## config.mk

```make
export PLATFORM = sky130hd
export DESIGN_NAME = cpumc_arb
export DESIGN_NICKNAME = d
export VERILOG_FILES = /design/src/rtl/cpumc_arb.sv
export SDC_FILE = /design/constraint.sdc
export NUM_CORES = 1
export LEC_CHECK = 0
export ABC_CLOCK_PERIOD_IN_PS = 1400
export BUFFER_PORTS_ARGS = -buffer_cell sky130_fd_sc_hd__buf_2
export CAP_MARGIN = 20
export CORE_UTILIZATION = 29
export CTS_CLUSTER_DIAMETER = 200
export DETAILED_ROUTE_END_ITERATION = 10
export PLACE_DENSITY = 0.75
export SYNTH_ARGS = -nofsm -noshare
export SYNTH_HDL_FRONTEND = slang
export SYNTH_SLANG_ARGS = --single-unit
```

## constraint.sdc

```tcl
create_clock -name clk_in -period 1.4 [get_ports clk_in]
set_input_delay 0.21 -clock clk_in [delete_from_list [all_inputs] [get_ports clk_in]]
set_output_delay 0.21 -clock clk_in [all_outputs]
set_load 0.01 [all_outputs]
```

## src/rtl/cpumc_arb.sv

```systemverilog
// cpumc_arb: shared-bus arbiter with optional master-0 preemptive priority and
// per-grant burst limit. Read data returns two cycles after a read beat, tagged to its master.
module cpumc_arb #(
    parameter int NUM_MASTERS = 2,
    parameter int AW          = 16,
    parameter int DW          = 8,
    parameter int PRIO0       = 1,
    parameter int MAX_BURST   = 16
) (
    input  logic                        clk_in,
    input  logic                        rst_in,
    input  logic [NUM_MASTERS-1:0]      req_in,
    input  logic [NUM_MASTERS-1:0]      r_nw_in,
    input  logic [NUM_MASTERS*AW-1:0]   a_in,
    input  logic [NUM_MASTERS*DW-1:0]   d_in,
    output logic [NUM_MASTERS-1:0]      gnt_out,
    output logic                        bus_vld_out,
    output logic [AW-1:0]               bus_a_out,
    output logic                        bus_r_nw_out,
    output logic [DW-1:0]               bus_d_out,
    input  logic [DW-1:0]               bus_d_in,
    output logic [DW-1:0]               rd_d_out,
    output logic [NUM_MASTERS-1:0]      rd_vld_out
);
    localparam int IW = (NUM_MASTERS > 1) ? $clog2(NUM_MASTERS) : 1;
    localparam int CW = (MAX_BURST > 0) ? $clog2(MAX_BURST) + 1 : 1;
    localparam logic [IW-1:0] LAST_INIT = IW'(NUM_MASTERS - 1);

    typedef enum logic {IDLE = 1'b0, OWN = 1'b1} state_t;

    state_t           state_q, state_d;
    logic [IW-1:0]    owner_q, owner_d;
    logic [IW-1:0]    last_q, last_d;
    logic [CW-1:0]    cnt_q, cnt_d;

    logic [NUM_MASTERS-1:0] gnt;
    logic             beat;
    logic             preempt;
    logic             limit_hit;
    logic             arb_any;
    logic [IW-1:0]    arb_idx;
    logic [IW-1:0]    cand_idx;
    int               cand;

    logic             rd_vld_p1;
    logic [IW-1:0]    rd_tag_p1;

    function automatic logic [CW-1:0] burst_sat_inc(input logic [CW-1:0] c, input logic inc);
        if (inc && (c != {CW{1'b1}}))
            return c + 1'b1;
        return c;
    endfunction

    // Master 0 wins outright when prioritised; otherwise rotate from the last owner.
    always_comb begin
        arb_any  = 1'b0;
        arb_idx  = '0;
        cand     = 0;
        cand_idx = '0;
        if ((PRIO0 != 0) && req_in[0]) begin
            arb_any = 1'b1;
        end else begin
            for (int k = 1; k <= NUM_MASTERS; k++) begin
                cand     = (int'(last_q) + k) % NUM_MASTERS;
                cand_idx = IW'(cand);
                if (!arb_any && req_in[cand_idx]) begin
                    arb_any = 1'b1;
                    arb_idx = cand_idx;
                end
            end
        end
    end

    always_comb begin
        preempt   = (PRIO0 != 0) && req_in[0] && (owner_q != '0);
        limit_hit = (MAX_BURST != 0)
                    && !((PRIO0 != 0) && (owner_q == '0) && req_in[0])
                    && ((int'(cnt_q) + int'(beat)) >= MAX_BURST);
    end

    always_ff @(posedge clk_in) begin
        if (rst_in) begin
            state_q <= IDLE;
            owner_q <= '0;
            last_q  <= LAST_INIT;
            cnt_q   <= '0;
        end else begin
            state_q <= state_d;
            owner_q <= owner_d;
            last_q  <= last_d;
            cnt_q   <= cnt_d;
        end
    end

    always_comb begin
        state_d = state_q;
        owner_d = owner_q;
        last_d  = last_q;
        cnt_d   = cnt_q;
        case (state_q)
            IDLE: begin
                if (arb_any) begin
                    state_d = OWN;
                    owner_d = arb_idx;
                    last_d  = arb_idx;
                    cnt_d   = '0;
                end
            end
            OWN: begin
                if (req_in[owner_q] && !preempt && !limit_hit) begin
                    cnt_d = burst_sat_inc(cnt_q, beat);
                end else if (arb_any) begin
                    owner_d = arb_idx;
                    last_d  = arb_idx;
                    cnt_d   = '0;
                end else begin
                    state_d = IDLE;
                    cnt_d   = '0;
                end
            end
            default: state_d = IDLE;
        endcase
    end

    always_comb begin
        gnt          = (state_q == OWN) ? (NUM_MASTERS'(1) << owner_q) : '0;
        beat         = |(gnt & req_in);
        bus_a_out    = '0;
        bus_r_nw_out = 1'b1;
        bus_d_out    = '0;
        if (beat) begin
            bus_a_out    = a_in[int'(owner_q)*AW +: AW];
            bus_r_nw_out = r_nw_in[owner_q];
            bus_d_out    = d_in[int'(owner_q)*DW +: DW];
        end
    end

    assign gnt_out     = gnt;
    assign bus_vld_out = beat;

    // p1: read beat issued, slave data arrives during this stage
    always_ff @(posedge clk_in) begin
        if (rst_in) begin
            rd_vld_p1  <= 1'b0;
            rd_vld_out <= '0;
            rd_d_out   <= '0;
        end else begin
            rd_vld_p1  <= beat && bus_r_nw_out;
            rd_vld_out <= rd_vld_p1 ? (NUM_MASTERS'(1) << rd_tag_p1) : '0;
            if (rd_vld_p1)
                rd_d_out <= bus_d_in;
        end
    end

    always_ff @(posedge clk_in) begin
        rd_tag_p1 <= owner_q;
    end

endmodule

```

==> results of run 1 <==
-- routing by layer --
metal | part of all wire [%] | up-vias
li1 | - | 539
met1 | 37 | 485
met2 | 53 | 66
met3 | 9.1 | 5
met4 | 1.3 | 0
met5 | 0 | -
-- power by group through the flow --
stage	Sequential [mW]	Combinational, mW	Clock [mW]
3_3_place_gp	0.425	0.279	0
3_5_place_dp	0.426	0.283	0
2_1_floorplan	0.425	0.130	0
6_report	0.419	0.353	0.212
4_1_cts	0.418	0.301	0.224
5_1_grt	0.421	0.379	0.248
-- cell type report --
type,instances,share of cell area (%)
repair buffers,109,42.8
inverters,1,0.384
flip-flops and latches,14,17.3
clock buffers,3,1.38
multi-input cells,77,35.8
well taps,31,2.38
-- cells in the mapped netlist (all sizes together) --
library cell   n  area (um2)
nor3b          1        7.51
mux2           1        11.3
inv            1        3.75
and3b          1        8.76
buf            3        15.0
nand2          2        7.51
nor2          35         131
nor3           2        10.0
mux2i         33         330
clkbuf         5        18.8
nor2b          1        6.26
dfxtp         14         280
and2           1        6.26
-- what timing repair did --
| item | 4_1_cts | 5_1_grt |
|---|---|---|
| gates resized for setup | 6 | 17 |
| cloned | 1 | 3 |
| pin swaps | 1 | 1 |
| endpoints found under the setup margin | 27 | 28 |
-- stage by stage --
stage	setup TNS, ns	setup WS, ns	std cells
global placement	0	0.0651	228
finish	-4.23	-0.179	235
CTS	-4.37	-0.191	232
global route	-5.84	-0.262	235
detailed placement	0	0.0234	228
floorplan	-0.875	-0.0438	100
-- sequential cells by signal, indices dropped and copies added, names as in the netlist --
signal      flops
rd_vld_out      2
state_q         1
rd_d_out        8
rd_vld_p1       1
owner_q         1
rd_tag_p1       1
-- cells by family (layout without fill, tap and decap cells) --
kind of cell / after synthesis / count (layout) / synth area share, %
and+or+nand+nor: 43 / 43 / 21.2
buffers and inverters: 9 / 113 / 4.48
muxes: 34 / 34 / 40.8
DFF: 14 / 14 / 33.5
-- how the worst max path moves through the flow --
stage                       start      endpoint  slack (ns)
after floorplan           owner_q  bus_a_out[0]       -0.04
after global placement    owner_q  bus_r_nw_out        0.07
after detailed placement  owner_q  bus_r_nw_out        0.02
after CTS                 owner_q  bus_a_out[5]       -0.19
after global routing      owner_q  bus_a_out[2]       -0.26
final                     owner_q  bus_a_out[2]       -0.18
==> results.tsv, run 1 <==
stage	metric	value	unit
run_status	status	finished with violations	
run_status	violations	setup timing	
timing	slew_headroom	66.8	%
clocking	clk_pin_slew_worst_paths	0.07	ns
floorplanning	start_util	30.6	%
clocking	numClockSinks	14	
clocking	cts_buffers	3	
cells_and_area	postLayoutCellArea	0.00163	mm2
logic_synthesis	seq_area_frac_synth	33.5	%
critical_path	path_delay_family	buffers and inverters	
timing	setup_slack	-0.179	ns
detailed_routing	ant_nets	0	
cells_and_area	area.growth.synth_to_final	94.8	%
floorplanning	die_w	55.7	um
grt	grt_overflow	0	
timing	report.final.hold_viol_count	0	
clocking	htreeDepth	1	
grt	grt_pass1_vias	959	
clocking	cts_tree	yes	
pwr	power.total	0.985	mW
logic_synthesis	synth-seq-cells	14	
detailed_routing	drc_errors	0	
critical_path	slowest_stage	dfxtp_2	
detailed_routing	drt-vias-per-instance	4.66	
pwr	internal_power	0.712	mW
logic_synthesis	synth_nets	162	
min_path	min_path_type	in -> reg	
timing	rsz0062_at_grt	true	
critical_path	cp_cell_sequence	buf_6, clkbuf_16, mux2i_1, nor2_1, buf_2	
cells_and_area	diodes	0	
pwr	power_density	604	mW/mm2
clocking	post-cts-setup-buffer-count	0	
pwr	combPwrFrac	35.9	%
critical_path	rrSetupSlack	0.33	ns
job	cap_viol_max_count	0	
pwr	swShare	27.7	%
critical_path	worstSetupPathDepth	5	
critical_path	r2r-start	owner_q	
logic_synthesis	synth.avg_cell_area	8.37	um2
grt	grt_util_met2	30.8	%
grt	grt_pass1_wl	3780	um
pwr	seqPwrFrac	42.6	%
cells_and_area	fin_util	59.6	%
cells_and_area	nets	268	
timing	post-route-period-util	113	%
detailed_routing	drt_iter0_markers	29	
detailed_routing	wire_per_inst	11.5	um
floorplanning	ios	100	
timing	tightest_slew	0.497	ns
critical_path	arrival	1.37	ns
timing	timing.fmax	0.633	GHz
clocking	cts_buffer_depth	2	
grt	gr-usage-met1	14.2	%
logic_synthesis	ys_types	13	
grt	busiest_layer	met2	
grt	antenna_found_initial	0	
detailed_routing	drt_pass1_iterations	4	
timing	drv_slew	0	
cells_and_area	layout.cells.most_common	buf_2	
grt	grt_usage	15.1	%
logic_synthesis	netlist_area	837	um2
detailed_routing	vias	1095	
critical_path	cp_max_fo	10	
critical_path	reg2regPathDepth	4	
place	io_buffer_count	99	
detailed_routing	routed_wl	2710	um
pwr	power_leakage	0.848	nW
clocking	clk_latency	0.27	ns
grt	gr-usage-met3	2.56	%
min_path	hold_end	owner_q	
grt	grt_max_degree	21	
timing	holdWs	0.126	ns
min_path	min_path_cells	2	
pwr	clockPowerShare	21.6	%
timing	setup_violations	27	
critical_path	endpoint_kind	output pin	
critical_path	reg2reg_to	rd_vld_p1	
cells_and_area	mostFrequentLayoutCells	buf_2 (96), nor2_1 (32), mux2i_1 (30)	
logic_synthesis	syn_inst	100	
min_path	hp-start	req_in[0]	
critical_path	required	1.19	ns
logic_synthesis	ys.warnings.count	0	
timing	fin_skew	0.000467	ns
critical_path	start_kind	register	
cells_and_area	layout-drive-gt1-share	60.3	%
place	place_area	0.00141	mm2
pwr	switchingPower	0.273	mW
clocking	cts_hold_buf	0	
floorplanning	fp.dieH	55.7	um
critical_path	crit_type	reg -> out	
cells_and_area	multi_input_area	583	um2
clocking	root_buffer	clkbuf_4	
floorplanning	core.rowCount	19	
floorplanning	core_area	0.00273	mm2
timing	layout_min_cycle_time	1.58	ns
critical_path	slowest_delay	0.35	ns
cells_and_area	seqCellArea	282	um2
critical_path	critPathBufInv	3	
place	hpwl	1990	um
place	place_congestion	0.714	
cells_and_area	fillerInstances	231	
floorplanning	dieArea	0.00311	mm2
pwr	peakVddDrop	0.512	mV
No activity file was read; power rests on OpenSTA's default activity.
==> run 2: changes to the inputs <==
- MAX_ROUTING_LAYER: default -> met4
==> run 2 against run 1 <==
  * The run still ends with setup timing left
  * Worst setup slack barely moved
  * Sequential cell count did not move
  * Via count did not move
  * Clock skew did not move
  * Global-route usage rose by 0.43 points
  * Critical path depth did not move
  * Final area did not move
  * First-iteration DRC count did not move
  * Wire length did not move
  * Clock-buffer cell count did not move
  * Critical path type unchanged
  * Largest cell class unchanged
==> results.tsv, run 2 (synthesized netlist as in run 1, its figures left out) <==
stage	metric	value	unit	change
detailed_routing	wire_per_inst	11.5	um	unchanged
floorplanning	core.rowCount	19		unchanged
timing	tightest_slew	0.496	ns	was 0.497 ns
critical_path	crit_type	reg -> out		unchanged
clocking	post-cts-setup-buffer-count	0		unchanged
cells_and_area	fin_util	59.6	%	unchanged
critical_path	endpoint_kind	output pin		unchanged
detailed_routing	drt-vias-per-instance	4.66		unchanged
critical_path	cp_max_fo	10		unchanged
min_path	min_path_type	in -> reg		unchanged
cells_and_area	largest-register	rd_d_out		unchanged
timing	timing.fmax	0.633	GHz	about the same
cells_and_area	area.growth.synth_to_final	94.8	%	unchanged
clocking	root_buffer	clkbuf_4		unchanged
pwr	power_leakage	0.848	nW	unchanged
timing	report.final.hold_viol_count	0		unchanged
timing	drv_slew	0		unchanged
cells_and_area	mostFrequentLayoutCells	buf_2 (96), nor2_1 (32), mux2i_1 (30)		unchanged
timing	setup_violations	27		unchanged
clocking	cts_tree	yes		unchanged
detailed_routing	drt_pass1_iterations	4		unchanged
critical_path	start_kind	register		unchanged
grt	antenna_found_initial	0		unchanged
cells_and_area	layout.cells.most_common	buf_2		unchanged
cells_and_area	fillerInstances	231		unchanged
timing	layout_min_cycle_time	1.58	ns	about the same
grt	grt_overflow	0		unchanged
grt	grt_pass1_wl	3770	um	was 3780 um
floorplanning	fp.dieH	55.7	um	unchanged
place	place_congestion	0.722		was 0.714
pwr	power.total	0.985	mW	about the same
grt	grt_max_degree	21		unchanged
clocking	htreeDepth	1		unchanged
floorplanning	ios	100		unchanged
floorplanning	core_area	0.00273	mm2	unchanged
timing	setup_tns	-4.23	ns	about the same
clocking	clk_latency	0.27	ns	about the same
place	place_area	0.00141	mm2	unchanged
clocking	clk_pin_slew_worst_paths	0.07	ns	about the same
cells_and_area	diodes	0		unchanged
pwr	power_density	604	mW/mm2	about the same
cells_and_area	layout-drive-gt1-share	60.3	%	unchanged
job	cap_viol_max_count	0		unchanged
floorplanning	dieArea	0.00311	mm2	unchanged
cells_and_area	largest_register_ff_count	8		unchanged
critical_path	arrival	1.37	ns	about the same
clocking	cts_buffers	3		unchanged
floorplanning	start_util	30.6	%	unchanged
floorplanning	die_w	55.7	um	unchanged
clocking	numClockSinks	14		unchanged
timing	slew_headroom	66.9	%	was 66.8%
critical_path	required	1.19	ns	about the same
grt	grt_pass1_vias	960		was 959
grt	grt_usage	15.5	%	was 15.1%
timing	holdWs	0.126	ns	about the same
detailed_routing	drc_errors	0		unchanged
timing	rsz0062_at_grt	true		unchanged
timing	setup_slack	-0.179	ns	about the same
run_status	status	finished with violations		unchanged
run_status	violations	setup timing		unchanged
timing	fin_skew	0.000467	ns	unchanged
timing	post-route-period-util	113	%	about the same
pwr	peakVddDrop	0.512	mV	about the same
detailed_routing	ant_nets	0		unchanged
place	io_buffer_count	99		unchanged
detailed_routing	drt_iter0_markers	29		unchanged
cells_and_area	top_regs	rd_d_out x8, rd_vld_out x2		unchanged
cells_and_area	postLayoutCellArea	0.00163	mm2	unchanged
detailed_routing	vias	1095		unchanged
detailed_routing	routed_wl	2710	um	unchanged
place	hpwl	1990	um	unchanged
clocking	cts_buffer_depth	2		unchanged
cells_and_area	nets	268		unchanged
## run 2: cell counts in the layout (fill, tap and decap cells not counted)
Identical to the previous run, type by type.
## run 2: layout make-up
class	instances	area, um2	share of cell area (%)
clock buffers	3	22.5	1.38
inverters	1	6.26	0.384
multi-input cells	77	583	35.8
flip-flops and latches	14	282	17.3
well taps	31	38.8	2.38
repair buffers	109	698	42.8
## run 2: layer usage
| metal | vias to the layer above | share of wire (%) | GRT usage, % |
|---|---|---|---|
| li1 | 539 | - | - |
| met1 | 485 | 37 | 14.4 |
| met2 | 66 | 53 | 30.8 |
| met3 | 5 | 9.2 | 2.33 |
| met4 | 0 | 1.3 | 6.79 |
| met5 | - | 0 | - |
## run 2: power by group
part           internal [mW]  total, mW  switching (mW)  leakage (nW)
Combinational          0.204      0.353           0.149         0.720
Sequential             0.409      0.419          0.0106         0.114
Clock                 0.0996      0.212           0.113        0.0138
Total                  0.712      0.985           0.273         0.848
## run 2: path summary, 6_finish.rpt
check                           depth (start not counted)  slack [ns]      start             to
worst max-delay path                                    5       -0.18    owner_q   bus_a_out[2]
worst min-delay path                                    2        0.13  req_in[0]        owner_q
worst max register to register                          4        0.33    owner_q      rd_vld_p1
worst min register to register                          1        0.42  rd_tag_p1  rd_vld_out[0]
## run 2: through the flow
stage               setup slack (ns)  cells
CTS                           -0.191    232
global route                  -0.262    235
global placement              0.0651    228
finish                        -0.179    235
detailed placement            0.0234    228
floorplan                    -0.0438    100
## run 2: worst max-delay path, stage by stage (launching register included)
cell and delay (ns):
dfxtp_2 0.35, buf_6 0.16, clkbuf_16 0.17, mux2i_1 0.22, nor2_1 0.06, buf_2 0.14
## run 2: repair_timing
action                     4_1_cts  5_1_grt
hold buffers                     0        0
gates resized for setup          6       17
setup endpoints to repair       27       28
cloned                           1        3
pin swaps                        1        1
